<file path="src/rtl/wb_uart_master.sv">
// Serial-command driven 16-bit Wishbone initiator: parses write/read packets from the UART
// receiver, runs one single-beat bus cycle, returns a response. Optional macro: WB_UART_MASTER_ACK_EN.
module wb_uart_master #(
  parameter int IDLE_TIMEOUT = 65535,
  parameter int READ_LAT     = 1,
  parameter int ACK_TIMEOUT  = 255
) (
  input  logic        clk,
  input  logic        rst_n,
  input  logic [7:0]  rx_data,
  input  logic        rx_valid,
  output logic [7:0]  tx_data,
  output logic        tx_valid,
  input  logic        tx_ready,
  output logic [15:0] adr_o,
  output logic [15:0] dat_o,
  input  logic [15:0] dat_i,
  output logic        we_o,
  output logic        sel_o,
  output logic        stb_o,
  output logic        cyc_o,
  input  logic        ack_i,
  output logic        busy_o,
  output logic        err_o
);

  localparam logic [7:0] CMD_WR  = 8'h57;
  localparam logic [7:0] CMD_RD  = 8'h52;
  localparam logic [7:0] RSP_ACK = 8'h06;
  localparam logic [7:0] RSP_NAK = 8'h15;

`ifdef WB_UART_MASTER_ACK_EN
  localparam bit ACK_EN = 1'b1;
`else
  localparam bit ACK_EN = 1'b0;
`endif

  // Last BUS cycle index: READ_LAT in fixed mode, ACK_TIMEOUT-1 when waiting on ack_i.
  localparam int ACK_LAST = (ACK_TIMEOUT > 1) ? ACK_TIMEOUT - 1 : 0;
  localparam int BUS_MAX  = ACK_EN ? ACK_LAST : READ_LAT;
  localparam int BCNT_W   = (BUS_MAX > 0) ? $clog2(BUS_MAX + 1) : 1;
  localparam int TMR_W    = (IDLE_TIMEOUT > 1) ? $clog2(IDLE_TIMEOUT) : 1;
  localparam logic [BCNT_W-1:0] BUS_LAST = BCNT_W'(BUS_MAX);
  localparam logic [TMR_W-1:0]  TMR_LAST = TMR_W'((IDLE_TIMEOUT > 0) ? IDLE_TIMEOUT - 1 : 0);

  typedef enum logic [2:0] {
    ST_IDLE   = 3'd0,
    ST_ADR_H  = 3'd1,
    ST_ADR_L  = 3'd2,
    ST_DAT_H  = 3'd3,
    ST_DAT_L  = 3'd4,
    ST_BUS    = 3'd5,
    ST_RESP_H = 3'd6,
    ST_RESP_L = 3'd7
  } state_t;

  state_t            state_q, state_d;
  logic              we_q, we_d;
  logic [15:0]       adr_q, adr_d;
  logic [15:0]       dat_q, dat_d;
  logic [7:0]        rhi_q, rhi_d;   // read data high byte, sent in RESP_H
  logic [7:0]        resp_q, resp_d; // byte sent in RESP_L: status code or read data low byte
  logic [TMR_W-1:0]  tmr_q, tmr_d;
  logic [BCNT_W-1:0] bcnt_q, bcnt_d;
  logic              err_q, err_d;

`ifndef WB_UART_MASTER_ACK_EN
  logic unused_ack;
  assign unused_ack = ack_i;
`endif

  always_ff @(posedge clk or negedge rst_n) begin
    if (!rst_n) begin
      state_q <= ST_IDLE;
      we_q    <= 1'b0;
      adr_q   <= '0;
      dat_q   <= '0;
      rhi_q   <= '0;
      resp_q  <= '0;
      tmr_q   <= '0;
      bcnt_q  <= '0;
      err_q   <= 1'b0;
    end else begin
      state_q <= state_d;
      we_q    <= we_d;
      adr_q   <= adr_d;
      dat_q   <= dat_d;
      rhi_q   <= rhi_d;
      resp_q  <= resp_d;
      tmr_q   <= tmr_d;
      bcnt_q  <= bcnt_d;
      err_q   <= err_d;
    end
  end

  always_comb begin
    state_d = state_q;
    we_d    = we_q;
    adr_d   = adr_q;
    dat_d   = dat_q;
    rhi_d   = rhi_q;
    resp_d  = resp_q;
    tmr_d   = tmr_q;
    bcnt_d  = bcnt_q;
    err_d   = 1'b0;

    case (state_q)
      ST_IDLE: begin
        tmr_d = '0;
        if (rx_valid) begin
          if (rx_data == CMD_WR || rx_data == CMD_RD) begin
            we_d    = (rx_data == CMD_WR);
            state_d = ST_ADR_H;
          end else begin
            resp_d  = RSP_NAK;
            err_d   = 1'b1;
            state_d = ST_RESP_L;
          end
        end
      end

      ST_ADR_H, ST_ADR_L, ST_DAT_H, ST_DAT_L: begin
        // A byte arriving on the timeout cycle still wins and restarts the timer.
        if (rx_valid) begin
          tmr_d  = '0;
          bcnt_d = '0;
          case (state_q)
            ST_ADR_H: begin
              adr_d[15:8] = rx_data;
              state_d     = ST_ADR_L;
            end
            ST_ADR_L: begin
              adr_d[7:0] = rx_data;
              state_d    = we_q ? ST_DAT_H : ST_BUS;
            end
            ST_DAT_H: begin
              dat_d[15:8] = rx_data;
              state_d     = ST_DAT_L;
            end
            default: begin
              dat_d[7:0] = rx_data;
              state_d    = ST_BUS;
            end
          endcase
        end else if (tmr_q == TMR_LAST) begin
          tmr_d   = '0;
          err_d   = 1'b1;
          state_d = ST_IDLE;
        end else begin
          tmr_d = tmr_q + 1'b1;
        end
      end

      ST_BUS: begin
        if (rx_valid) err_d = 1'b1;
        bcnt_d = bcnt_q + 1'b1;
`ifdef WB_UART_MASTER_ACK_EN
        if (ack_i) begin
          rhi_d   = dat_i[15:8];
          resp_d  = we_q ? RSP_ACK : dat_i[7:0];
          state_d = we_q ? ST_RESP_L : ST_RESP_H;
        end else if (bcnt_q == BUS_LAST) begin
          resp_d  = RSP_NAK;
          err_d   = 1'b1;
          state_d = ST_RESP_L;
        end
`else
        if (bcnt_q == BUS_LAST) begin
          rhi_d   = dat_i[15:8];
          resp_d  = we_q ? RSP_ACK : dat_i[7:0];
          state_d = we_q ? ST_RESP_L : ST_RESP_H;
        end
`endif
      end

      ST_RESP_H: begin
        if (rx_valid) err_d = 1'b1;
        if (tx_ready) state_d = ST_RESP_L;
      end

      default: begin
        if (rx_valid) err_d = 1'b1;
        if (tx_ready) state_d = ST_IDLE;
      end
    endcase
  end

  // Bus strobes decode straight from the state so an async reset drops them at once.
  assign cyc_o    = (state_q == ST_BUS);
  assign stb_o    = cyc_o;
  assign sel_o    = cyc_o;
  assign we_o     = cyc_o & we_q;
  assign adr_o    = adr_q;
  assign dat_o    = dat_q;
  assign tx_valid = (state_q == ST_RESP_H) || (state_q == ST_RESP_L);
  assign tx_data  = (state_q == ST_RESP_H) ? rhi_q : resp_q;
  assign busy_o   = (state_q != ST_IDLE);
  assign err_o    = err_q;

endmodule

</file>
<file path="config.mk">
export PLATFORM = sky130hd
export DESIGN_NAME = wb_uart_master
export DESIGN_NICKNAME = d
export VERILOG_FILES = /design/src/rtl/wb_uart_master.sv
export SDC_FILE = /design/constraint.sdc
export NUM_CORES = 1
export LEC_CHECK = 0
export BUFFER_PORTS_ARGS = -buffer_cell sky130_fd_sc_hd__buf_2
export CORE_ASPECT_RATIO = 1.1
export CORE_MARGIN = 2
export CORE_UTILIZATION = 45
export DETAILED_ROUTE_END_ITERATION = 8
export HOLD_SLACK_MARGIN = 0.03
export PLACE_DENSITY = 0.75
export REMOVE_ABC_BUFFERS = 1
export SYNTH_ARGS = -nofsm -noshare
export SYNTH_HDL_FRONTEND = slang
export SYNTH_SLANG_ARGS = --single-unit
</file>
<file path="constraint.sdc">
create_clock -name clk -period 2.3 [get_ports clk]
set_input_delay 0.575 -clock clk [delete_from_list [all_inputs] [get_ports clk]]
set_output_delay 0.575 -clock clk [all_outputs]
set_load 0.03 [all_outputs]
</file>
# After elaboration in Yosys (flattened, before gate mapping)
# Index checks and enable logic that the tools add are counted.
dict set report totals {
  reg_bits 70
  output_inout_bits 47
  memories 0
  mem_bits_rw 0
  word_cells 78
  rom_bits 0
  inputBits 29
  latchBits 0
}
dict set report op_classes {
  shifts 0
  mux 28
  bitwise 2
  div_mod_pow 0
  n_mul 0
  n_eq_ne 16
  addsub 2
  reduce_logical 19
  order_cmp 0
}
# cell count
set op_table {}
lappend op_table {{$mux W8} 5}
lappend op_table {{$mux W16} 2}
lappend op_table {{$pmux W16 S2} 1}
lappend op_table {{$mux W3} 8}
lappend op_table {{$add A16 B1 Y16 const B} 1}
lappend op_table {{$eq A16 B16 Y1 const B} 1}
lappend op_table {{$eq A8 B7 Y1 const B} 2}
lappend op_table {{$pmux W8 S2} 1}
lappend op_table {{$reduce_and A3 Y1} 5}
lappend op_table {{$eq A3 B3 Y1 const B} 4}
lappend op_table {{$pmux W3 S4} 1}
lappend op_table {{$pmux W3 S3} 1}
lappend op_table {{$ne A2 B2 Y1 const B} 4}
lappend op_table {{$mux W1} 7}
lappend op_table {{$eq A3 B2 Y1 const B} 2}
lappend op_table {{$reduce_bool A2 Y1} 3}
lappend op_table {{$reduce_and A5 Y1} 1}
lappend op_table {{$pmux W1 S2} 2}
lappend op_table {{$reduce_and A2 Y1} 2}
lappend op_table {{$reduce_and A4 Y1} 1}
lappend op_table {{$reduce_bool A4 Y1} 1}
lappend op_table {{$reduce_or A4 Y1} 1}
lappend op_table {{$eq A3 B1 Y1 const B} 1}
lappend op_table {{$logic_not A3 Y1} 1}
lappend op_table {{other kinds (8)} 9}

# Depth between registers and ports, before layout
dict set report logic_depth {
  ltp_word 5
  ltp_mapped 8
  mapped_depth_nobuf 6
}

# Least setup slack after synthesis
# No wires, ideal clock.
dict set report synth_path {
  path_type {register to output}
  startpoint {register state_q[2]}
  endpoint {output port tx_data[0]}
  stages_incl_launch_ff 5
  n_path_buf 2
  arrival_time_ps 1472
  t_required_ps 1725
  setup_slack_ps 253
  cell_sequence {dfrtp_1 clkbuf_1 buf_2 nand2_1 mux2_2}
}
dict set report synth_between {
  elab_chain_len 2
}
# element line_no
set synth_lines {}
lappend synth_lines {{start, declared} 57} ;# state_t state_q, state_d;
lappend synth_lines {{start signal, assigned} 84} ;# state_q <= state_d;
lappend synth_lines {{$eq A3 B3 Y1} 196} ;# assign tx_data = (state_q == ST_RESP_H) ? rhi_q : resp_q;
lappend synth_lines {{$mux W8} 196}
lappend synth_lines {{end, declared} 12} ;# output logic [7:0] tx_data,
# No other way between the ends.

# Final worst setup path
dict set report layout_path {
  startpoint {register state_q[0]}
  endpoint {output port tx_data[4]}
}
# The elaborated chain is that of the path after synthesis.

==> summary.txt <==
IO Pins = 76
# nets final = 415
Global route hottest layer = met2
Least-Margin Pin Slew = 0.682 ns
Final setup fails = 0
Power Density = 1380 mW/mm^2
Routed vias = 2,795
Delay of the slowest cell on the worst path = 0.40 ns
Total iterations of the first detailed-routing run = 4
Adder-cell share of the synthesized area = 0.709%
Layout cells sized above 1 = 41.1%
Simple-gate share of the synthesized area = 16.4%
Crit path max-delay cell type = dfrtp_1
Fin Hold WS = 0.204 ns
DRC violations left = 0
Sequential area share after synthesis = 49.6%
Cts-stage hold buffer count = 0
Post-synth EDFFs = 0
Rows = 33
Clk_skew = 0.00782 ns
Finished Cell Area = 0.00420 mm^2
Setup WS post-layout = 0.0478 ns
Syn Std Cell Area = 0.00353 mm^2
Outcome = completed
GR Util met2 = 31.6%
WL final = 8.03 mm
Max_slew headroom = 54.5%
Antenna diodes = 0
Multiplexer share of the synthesized area = 15.9%
Async set or reset register ratio after synthesis = 100%
Placed cell areas = 0.00400 mm^2
Post-synthesis xor/xnor area fraction = 0.496%
Total CTS buffers = 9
Crit-path cells = nor2b_2 > nand2_1 > mux2_2 > buf_2
Total power = 5.78 mW
Initial drt markers = 211
Vias in the first global route = 2,787
GRT Total Usage = 19.7%
Unique masters post-synth = 54
Clk_lat worst skew = 0.35 ns
Total buffers and inverters traversed by the critical path = 1
Critical path launch point type = flop
Cell count after synthesis = 312
Die area = 0.00857 mm^2
Largest family of logic cells by synthesized area = simple AND/OR/NAND/NOR gates
Largest net degree at the start of global routing = 45
Worst Path Max Fanout = 5
Initial Util = 47.0%
Area delta synth->final = 19.0%
VDD IR max = 0.859 mV
Leakage = 1.90 nW
Antenna violations before repair = 0
Remaining global-route overflow = 0
First-pass GRT wire length = 13.3 mm
TNS Setup = 0 ns
Crit path DAT = 1.68 ns
Die height = 96.9 um
WL per Instance = 16.3 um
Die X = 88.4 um
Synth Area in Compound Gates = 12.3%
Crit end category = primary output
Slew Limit Fails = 0
WS Path Type = flop to primary output
CTS tree = done
Final period utilization = 97.9%
CTS clk-pin slew, worst paths = 0.08 ns
Met1 Use GR = 25.1%
CP Launch Point = state_q[0]
Most used DFF post-synth = dfrtp_1
Htree depth = 3
Yosys warning count = 0
Fmax = 444 MHz
Critical Path RT = 1.73 ns
CTS Buffer Depth = 2
Max-cap viol count = 0
Gpl congestion = 0.843
Clk sink count = 70
PortBufs = 74
Yosys reg bits = 70
Hold Crit Class = input pin to asynchronous set/reset pin
Final hold violation count = 0
Reg2reg start = state_q[0]
Mapped Avg Cell Area = 11.3 um^2
Routed Antenna Nets = 0
CORE AREA = 0.00751 mm^2
CP delay by family, top = simple AND/OR/NAND/NOR gates
Grt met3 use = 5.12%
Vias per cell = 5.66
Final min period = 2.25 ns
Dpl hpwl = 5.63 mm
CTS root buf = clkbuf_8
Pre-CTS WS = 0.268 ns
==> final timing paths <==
check	endpoint	slack [ns]	depth (start not counted)
hold reg to reg	tmr_q[15]	0.51	1
setup / recovery	tx_data[4]	0.05	4
max in group asynchronous	tmr_q[3]	1.85	2
min in group clk	resp_q[5]	0.45	2
setup reg to reg	resp_q[7]	0.27	5
hold / removal	tmr_q[1]	0.20	2
==> synthesized netlist by cell type (5+ instances only) <==
cell type   n  area, um^2
clkbuf_1   14        52.6
buf_2       6        30.0
nand2_1    14        52.6
a21oi_1     6        30.0
nand4_1    11        68.8
a31oi_1    19         119
dfrtp_1    70        1750
and3b_1     5        43.8
nor2_1      9        33.8
o21ai_0     6        30.0
nor2b_1     7        43.8
nand3_1    17        85.1
inv_1       6        22.5
mux2_2     48         541
==> stage by stage <==
stage               util, %  cells
floorplan                 -    286
global placement       53.2    476
detailed placement     53.2    476
CTS                    55.7    492
global route           55.9    494
finish                 55.9    494
==> power by group <==
part           switching [mW]  internal [mW]
Clock                   0.505          0.404
Sequential              0.284           1.71
Combinational            1.80           1.08
Total                    2.58           3.19
==> registers in the layout, summed over array words and instances (netlist names) <==
| signal | cells |
|---|---|
| bcnt_q | 1 |
| state_q | 3 |
| rhi_q | 8 |
| tmr_q | 16 |
| resp_q | 8 |
| adr_o | 16 |
| dat_o | 16 |
| err_o | 1 |
| we_q | 1 |
==> repair_timing <==
action | in CTS | in global routing
endpoints found under the setup margin | 8 | 8
gates cloned | 0 | 1
resized for setup | 1 | 2
hold endpoints to repair | 0 | 0
pin swaps | 0 | 1
buffers inserted | 0 | 1
==> layout by cell type, fill, tap and decap left out, types with 3 or more instances in the layout <==
| cell type | n |
|---|---|
| and3_1 | 4 |
| a31oi_1 | 19 |
| and3b_1 | 5 |
| nand4_1 | 11 |
| nor3_1 | 3 |
| and2_1 | 4 |
| inv_1 | 6 |
| and4_1 | 3 |
| buf_4 | 10 |
| nor2_1 | 9 |
| nand2_1 | 14 |
| mux2_2 | 48 |
| o22ai_1 | 3 |
| a21oi_1 | 6 |
| buf_2 | 74 |
| dfrtp_1 | 70 |
| o21ai_0 | 6 |
| a22o_1 | 4 |
| nor2b_1 | 5 |
| nand3_1 | 17 |
| inv_6 | 3 |
| a41oi_1 | 4 |
| clkbuf_8 | 9 |
==> layer usage <==
layer / vias to the layer above / wire, um
met3: 10 / 374
met1: 1380 / 3350
met4: 0 / 124
met5: - / 0
met2: 78 / 4180
li1: 1327 / -
==> layout make-up <==
cell class / count / area, um^2
fill: 678 / 3320
sequential: 70 / 1750
multi-input combinational: 211 / 1630
timing repair buffer: 86 / 485
tap: 105 / 131
clock buffer: 9 / 124
clock inverter: 7 / 56.3
inverter: 6 / 22.5
==> cell families (layout without fill, tap and decap cells) <==
| group | Yosys count | count (layout) |
|---|---|---|
| buf+inv | 32 | 108 |
| mux | 50 | 50 |
| xor+xnor | 2 | 2 |
| fa+ha+maj | 2 | 2 |
| compound gates | 61 | 61 |
| simple gates | 95 | 96 |
| flops | 70 | 70 |
No activity file was read; power rests on OpenSTA's default activity.
